`config.mk`:
```
export PLATFORM = sky130hd
export DESIGN_NAME = pcie_csr_mmio_slave
export DESIGN_NICKNAME = d
export VERILOG_FILES = /design/src/rtl/pcie_csr_mmio_slave.sv
export SDC_FILE = /design/constraint.sdc
export NUM_CORES = 1
export LEC_CHECK = 0
export CAP_MARGIN = 10
export CORE_UTILIZATION = 42
export CTS_CLUSTER_DIAMETER = 30
export DETAILED_ROUTE_END_ITERATION = 12
export HOLD_SLACK_MARGIN = 0.06
export PLACE_DENSITY = 0.79
export SYNTH_ARGS = -nofsm -noshare
export SYNTH_HDL_FRONTEND = slang
export SYNTH_SLANG_ARGS = --single-unit
```
`constraint.sdc`:
```
create_clock -name clk -period 2.08 [get_ports clk]
set_input_delay 0.208 -clock clk [delete_from_list [all_inputs] [get_ports clk]]
set_output_delay 0.208 -clock clk [all_outputs]
set_load 0.02 [all_outputs]
```
`src/rtl/pcie_csr_mmio_slave.sv`:
```
// MMIO CSR slave: DFH, scratchpad and live/sticky PCIe status.
// One outstanding request; the response is held until consumed.
module pcie_csr_mmio_slave #(
  parameter logic [31:0] BASE_ADDR   = 32'h10000,
  parameter logic [63:0] DFH_VALUE   = 64'h3000_0000_0000_0020,
  parameter logic [63:0] SCRATCH_RST = 64'h0
) (
  input  logic        clk,
  input  logic        rst_n,
  input  logic        req_valid,
  output logic        req_ready,
  input  logic        req_write,
  input  logic [31:0] req_addr,
  input  logic [63:0] req_wdata,
  input  logic [7:0]  req_wstrb,
  output logic        rsp_valid,
  input  logic        rsp_ready,
  output logic [63:0] rsp_rdata,
  output logic        rsp_err,
  input  logic [63:0] stat_in
);

  typedef enum logic {IDLE, RSP} state_t;

  state_t      state;
  state_t      state_nxt;
  logic        armed;
  logic        accept;
  logic        in_win;
  logic        aligned;
  logic        dec_err;
  logic        wr_ok;
  logic        unused_ok;
  logic [31:0] offset;
  logic [8:0]  idx;
  logic [63:0] be_mask;
  logic [63:0] rd_val;
  logic [63:0] scratch;
  logic [63:0] stat;
  logic [31:0] clr;

  assign offset    = req_addr - BASE_ADDR;
  assign in_win    = (offset[31:12] == 20'd0);
  assign aligned   = (req_addr[2:0] == 3'b000);
  assign dec_err   = !(in_win && aligned);
  assign idx       = offset[11:3];
  assign unused_ok = ^offset[2:0];
  assign accept    = req_valid && req_ready;
  assign wr_ok     = accept && req_write && !dec_err;

  always_comb begin
    be_mask = '0;
    for (int i = 0; i < 8; i++)
      be_mask[8*i +: 8] = {8{req_wstrb[i]}};
  end

  assign clr = (wr_ok && idx == 9'd2)
             ? (req_wdata[63:32] & be_mask[63:32])
             : 32'd0;

  always_comb begin
    rd_val = '0;
    case (idx)
      9'd0:    rd_val = DFH_VALUE;
      9'd1:    rd_val = scratch;
      9'd2:    rd_val = stat;
      default: rd_val = '0;
    endcase
  end

  // armed keeps req_ready low until the first edge out of reset
  always_ff @(posedge clk or negedge rst_n) begin
    if (!rst_n) begin
      state <= IDLE;
      armed <= 1'b0;
    end else begin
      state <= state_nxt;
      armed <= 1'b1;
    end
  end

  always_comb begin
    state_nxt = state;
    unique case (state)
      IDLE: if (accept)    state_nxt = RSP;
      RSP:  if (rsp_ready) state_nxt = IDLE;
      default:             state_nxt = IDLE;
    endcase
  end

  always_comb begin
    req_ready = armed && (state == IDLE);
    rsp_valid = (state == RSP);
  end

  always_ff @(posedge clk or negedge rst_n) begin
    if (!rst_n) begin
      rsp_rdata <= '0;
      rsp_err   <= 1'b0;
    end else if (accept) begin
      rsp_rdata <= (req_write || dec_err) ? 64'd0 : rd_val;
      rsp_err   <= dec_err;
    end
  end

  always_ff @(posedge clk or negedge rst_n) begin
    if (!rst_n)
      scratch <= SCRATCH_RST;
    else if (wr_ok && idx == 9'd1)
      scratch <= (scratch & ~be_mask) | (req_wdata & be_mask);
  end

  // sticky half: a live set beats a same-cycle W1C
  always_ff @(posedge clk or negedge rst_n) begin
    if (!rst_n)
      stat <= '0;
    else
      stat <= {(stat[63:32] & ~clr) | stat_in[63:32], stat_in[31:0]};
  end

endmodule
```
==> results.md <==
* Slew margin rel. at 65.00%
* Starting Density at 43.02%
* Worst Path Arrival at 2.39 ns
* Reg2Reg Depth at 7
* Nets@finish at 1107
* Count of final setup violators at 0
* Gr usage total at 23.42%
* First-pass GRT wire length at 32860 µm
* DR vias/cell at 5.237
* Top_reg_cell synth: dfrtp_1
* Hold path depth at 1
* CP endpoint kind: register
* VDD IR-drop max at 0.5711 mV
* DRT Pass-1 Iters at 5
* Total CTS buffers at 17
* Least-Margin Pin Slew at 0.5226 ns
* Type of the most critical hold path: in2reg
* Number of inserted diodes at 0
* Leakage at 5.199 nW
* Max Cap Viol at 0
* Yosys warnings at 0
* Initial antenna violation count at 1
* Status: finished, final reports clean
* Crit path max fanout at 8
* Cells after Synth at 637
* Seq cells post-synth at 195
* Cell Rows at 49
* Worst EP required at 2.40 ns
* Pin count of the biggest net entering global routing at 59
* PwrDens at 658.2 nW/µm²
* Vias in the first global route at 6094
* Commonest cells after routing, fill and taps aside: clkdlybuf4s50_1 (217), dfrtp_1 (195), nand2_1 (65)
* Post-route ant nets at 0
* Netlist Area Pre-Place at 7755 µm²
* Vias at 6159
* Core Region at 18020 µm²
* HPWL after DPL at 15290 µm
* Post-layout util at 66.90%
* Most common cell after layout, fill and taps aside: clkdlybuf4s50_1
* Final wirelength at 22910 µm
* Root Buffer: clkbuf_16
* Worst setup SP type: input pin
* Drt first-iter violations at 250
* Die X at 137.9 µm
* Syn avg cell area at 12.17 µm²
* Buffers on Ports at 239
* TritonCTS sink count at 195
* Final hold viol count at 0
* # IOs at 240
* H-tree depth at 4
* Area Overhead vs Synth at 55.49%
* Fraction of registers with async set/reset at 100.0%
* Die height at 137.9 µm
* Critical path class: in2reg
* Grt ovf at 0
* Syn Nets at 810
* CTS tree: built
* Fraction of layout cells with a size suffix above 1 at 24.39%
* Maximum buffer depth of the clock tree at 2
* Slew Limit Fails at 0
* Crit share post-route at 99.54%
* Post-DR wirelength/cell at 19.48 µm
* Tot Pwr at 7.936 mW
* Worst-Skew Late Latency at 0.44 ns
* Tmin final at 2.070 ns
* Routability cong. at 0.8117
* Die area at 19010 µm²
* Fmax at 483.0 MHz
* Sequential fraction of the synthesis area at 62.92%
* Yosys cell types at 35
* Clk slew on worst S/H paths at 0.07 ns
* Clock Skew at 0.01027 ns
* Post-synth EDFFs at 0
* Number of remaining DRC errors at 0
worst paths after layout:
kind,from,end,slack (ns)
worst min-delay path,stat_in[12],stat[12],0.20
worst max register to register,rsp_valid,register,0.07
worst max-delay path,req_addr[14],register,0.01
min in group asynchronous,rst_n,rsp_rdata[56],0.30
max in group asynchronous,rst_n,stat[29],1.12
worst min register to register,rsp_rdata[11],rsp_rdata[11],0.48
routing by layer:
| layer | GRT usage (%) | vias up | part of all wire, % |
|---|---|---|---|
| met3 | 6.835 | 33 | 7.1 |
| li1 | - | 2875 | - |
| met5 | 0 | - | 0 |
| met2 | 37.22 | 233 | 49 |
| met1 | 29.80 | 3018 | 41 |
| met4 | 9.964 | 0 | 2.6 |
metrics by stage:
stage	setup TNS, ns	hold slack (ns)	setup slack [ns]	std cells	area [µm²]
6_report	0	0.1993	0.009527	1176	12060
5_1_grt	-0.1431	0.1799	-0.01790	1176	12060
4_1_cts	-0.01141	0.1889	-0.005662	1164	11680
3_5_place_dp	-130.62	0.2309	-0.9823	1129	10900
3_3_place_gp	-130.17	0.2264	-0.9348	1129	10900
2_1_floorplan	-2.437	-0.08759	-0.03666	637	7792
cells by family after synthesis:
logic type	Yosys count	share of synthesized area (%)
flops	195	62.92
buf+inv	70	4.050
mux	64	9.293
simple gates	139	9.939
other cells	1	0.04836
compound gates	168	13.75
synth_stat cells, types with 4 or more instances:
library cell	count	area, µm²
clkbuf_1	20	75.07
o21ai_0	6	30.03
a31oi_1	33	206.5
buf_2	5	25.02
nor3_1	4	20.02
inv_1	38	142.6
or4_1	5	37.54
nor4_2	5	62.56
nor4_1	4	25.02
o21ai_1	60	300.3
nor4b_4	4	95.09
dfrtp_1	195	4880
nor2_1	34	127.6
nand2_1	66	247.7
mux2_2	64	720.7
a22oi_1	64	480.5
buf_6	6	67.56
repair_timing:
action                                  CTS  global route
hold buffers                              1             0
endpoints found under the hold margin    54             0
pin swaps                                15            18
gates resized for setup                  51            59
gates cloned                              1            10
setup buffers                             3             2
endpoints found under the setup margin  160           144
area by class of cell:
class                      instances  area, µm²
clock buffer                      18      439.2
clock inverter                    14      188.9
multi-input combinational        373       2883
tap                              229      286.5
timing repair buffer             309       3238
fill                            1353       5967
sequential                       195       4880
inverter                          38      142.6
worst max-delay path, cell delays in order:
cell and delay (ns):
clkdlybuf4s50_1 0.41, nor4b_2 0.28, and4_4 0.30, buf_6 0.11, nand4_4 0.13, buf_12 0.17, nor4b_4 0.25, buf_6 0.21
mux2_4 0.32
report_power, final:
group / leakage (nW) / switching [mW] / total [mW] / internal, mW
combinational: 2.42 / 0.257 / 0.605 / 0.348
clock: 0.307 / 1.53 / 3.50 / 1.97
sequential: 2.48 / 0.0102 / 3.83 / 3.82
Note: power is estimated with default switching activity, not from simulation.
==> variant: new RTL, same settings <==
`DFH_VALUE`: 64'h3000_0000_0000_0020 -> 64'h2400000000000018.
--- a/src/rtl/pcie_csr_mmio_slave.sv
+++ b/src/rtl/pcie_csr_mmio_slave.sv
@@ -2,7 +2,7 @@
 // One outstanding request; the response is held until consumed.
 module pcie_csr_mmio_slave #(
   parameter logic [31:0] BASE_ADDR   = 32'h10000,
-  parameter logic [63:0] DFH_VALUE   = 64'h3000_0000_0000_0020,
+  parameter logic [63:0] DFH_VALUE   = 64'h2400000000000018,
   parameter logic [63:0] SCRATCH_RST = 64'h0
 ) (
   input  logic        clk,
Formal check against the unedited RTL: not equivalent (Yosys sat finds a counterexample within 4 cycles, from zero or initial values and one cycle with rst_n low).
==> variant against the unedited design <==
The flow now finishes with violations (negative setup slack). Critical path depth is 1 lower. Synthesized cell count is 0.16% higher. Sequential cell count stayed put. Wire length is 8.8% lower. Cell area is 2.9% lower. Power is 4.6% lower. Fmax is 0.63% lower. Combinational power is 1% higher. Synthesized area hardly changed. Setup slack worse by 0.013 ns. Critical path type unchanged. Highest routed layer unchanged.
==> variant: results (changes against the unedited design) <==
Synthesis
  – Compound-gate portion of the synthesized area: 0.137 (about the same)
  – Ys Warns: 0 (unchanged)
  – Area contributors post-synth: dfrtp_1 63%, mux2_2 9.3%, a22oi_1 6.2% (unchanged)
  – Fraction of registers with async set/reset: 1.00 (unchanged)
  – Seq/Total Area, Yosys: 0.629 (about the same)
  – Syn Inst Count: 638 (was 637)
  – Syn nets: 811 (was 810)
  – Post-synthesis mux area share: 0.0929 (about the same)

Layout
  – Layout Nets: 1,096 (was 1,107)
  – # diodes: 0 (unchanged)
  – Share of layout cells above drive strength 1: 0.196 (was 0.244)

Placed design
  – Final HPWL DP: 15.0 mm (was 15.3 mm)
  – Pre-CTS setup slack: -0.846 ns (was -0.982 ns)
  – Placer Congestion: 0.814 (was 0.812)
  – Post-Place Cell Area: 10,900 um2 (about the same)

Global routing
  – Vias in the first global route: 6,226 (was 6,094)
  – Initial antenna violation count: 0 (was 1)
  – Total track usage: 0.231 (was 0.234)
  – Largest net degree at the start of global routing: 65 (was 59)
  – First-pass GRT wire length: 32.7 mm (was 32.9 mm)

Drt
  – Vias: 6,055 (was 6,159)
  – TritonRoute pass-1 iters: 4 (was 5)
  – Met2 wire length: 10.5 mm (was 11.2 mm)
  – Metal-1 WL: 8.38 mm (was 9.48 mm)
  – Vias per Instance: 5.20 (was 5.24)
  – Routed length on met3: 1.50 mm (was 1.62 mm)
  – DR iter-0 viols: 257 (was 250)
  – Routed wire per std cell: 18.0 um (was 19.5 um)

Timing
  – Total Neg Setup Slack: -0.00720 ns (was 0 ns)
  – Setup ws final: -0.00367 ns (was 0.00953 ns)
  – Clock Skews: 0.00715 ns (was 0.0103 ns)
  – Rel. slew slack: 0.593 (was 0.650)
  – Final Setup Violations: 3 (was 0)

Clock network
  – Clk_lat worst skew: 0.42 ns (was 0.44 ns)
  – Root Driver: clkbuf_16 (unchanged)
  – H-tree lvl count: 4 (unchanged)
  – CTS-repair resized insts: 54 (was 51)
  – Post-CTS Setup Inserts: 4 (was 3)
  – CTS max path bufs: 2 (unchanged)

Worst setup path
  – CP max-delay cell: clkdlybuf4s50_1 (unchanged)
  – Max stage delay on crit path: 0.45 ns (was 0.41 ns)
  – Worst EP arrival: 2.39 ns (about the same)
  – Worst-path maximum fanout: 8 (unchanged)

Run status
  – Outcome: finished with violations (was complete, no violations)
  – Violated checks: negative setup slack

Power and ir drop
  – Worst vdd ir: 0.542 mV (was 0.571 mV)
  – Leak pwr: 4.98 nW (was 5.20 nW)
  – Net switching power: 1.67 mW (was 1.80 mW)
variant: cell types whose count changed after synthesis:
| cell | unedited run | this run |
|---|---|---|
| nand2b_1 | 3 | 4 |
variant: power by group through the flow:
| stage | Clock (mW) | Sequential, mW | Combinational (mW) |
|---|---|---|---|
| after CTS | 3.20 | 3.84 | 0.613 |
| after floorplan | 0 | 3.91 | 0.0779 |
| after detailed placement | 0 | 3.91 | 0.601 |
| after global placement | 0 | 3.91 | 0.596 |
| after global routing | 3.33 | 3.84 | 0.666 |
| final | 3.12 | 3.84 | 0.613 |
variant: logic make-up (layout without fill, tap and decap cells):
family | Yosys count | after routing
flops | 195 | 195
compound gates | 168 | 168
simple gates | 140 | 140
buf+inv | 70 | 367
mux | 64 | 64
other cells | 1 | 1
variant: worst paths after layout:
path,cells after the start,end,slack [ns],start
worst min register to register,2,rsp_rdata[0],0.48,rsp_rdata[0]
min in group asynchronous,2,rsp_rdata[56],0.35,rst_n
worst max-delay path,8,flip-flop,-0.004,req_addr[29]
worst max register to register,7,flip-flop,-0.004,rsp_valid
max in group asynchronous,3,rsp_rdata[36],1.07,rst_n
worst min-delay path,1,stat[29],0.22,stat_in[29]
variant: layout make-up:
class / instances / area (um2)
Clock buffer: 20 / 457
Clock inverter: 11 / 101
Fill cell: 1364 / 6320
Inverter: 38 / 143
Multi-Input combinational cell: 373 / 2820
Sequential cell: 195 / 4880
Tap cell: 229 / 287
Timing Repair Buffer: 298 / 3010
variant: critical path: cells and delay by family:
family / cells / cell delay [ns]
buffers and inverters: 3 / 0.82
muxes: 1 / 0.31
and+or+nand+nor: 4 / 1.05
variant: routing by layer:
layer  global-route usage  vias to the layer above
met4               0.0845                        0
met1                0.293                     2960
li1                     -                     2839
met5                    0                        -
met3               0.0629                       30
met2                0.378                      226
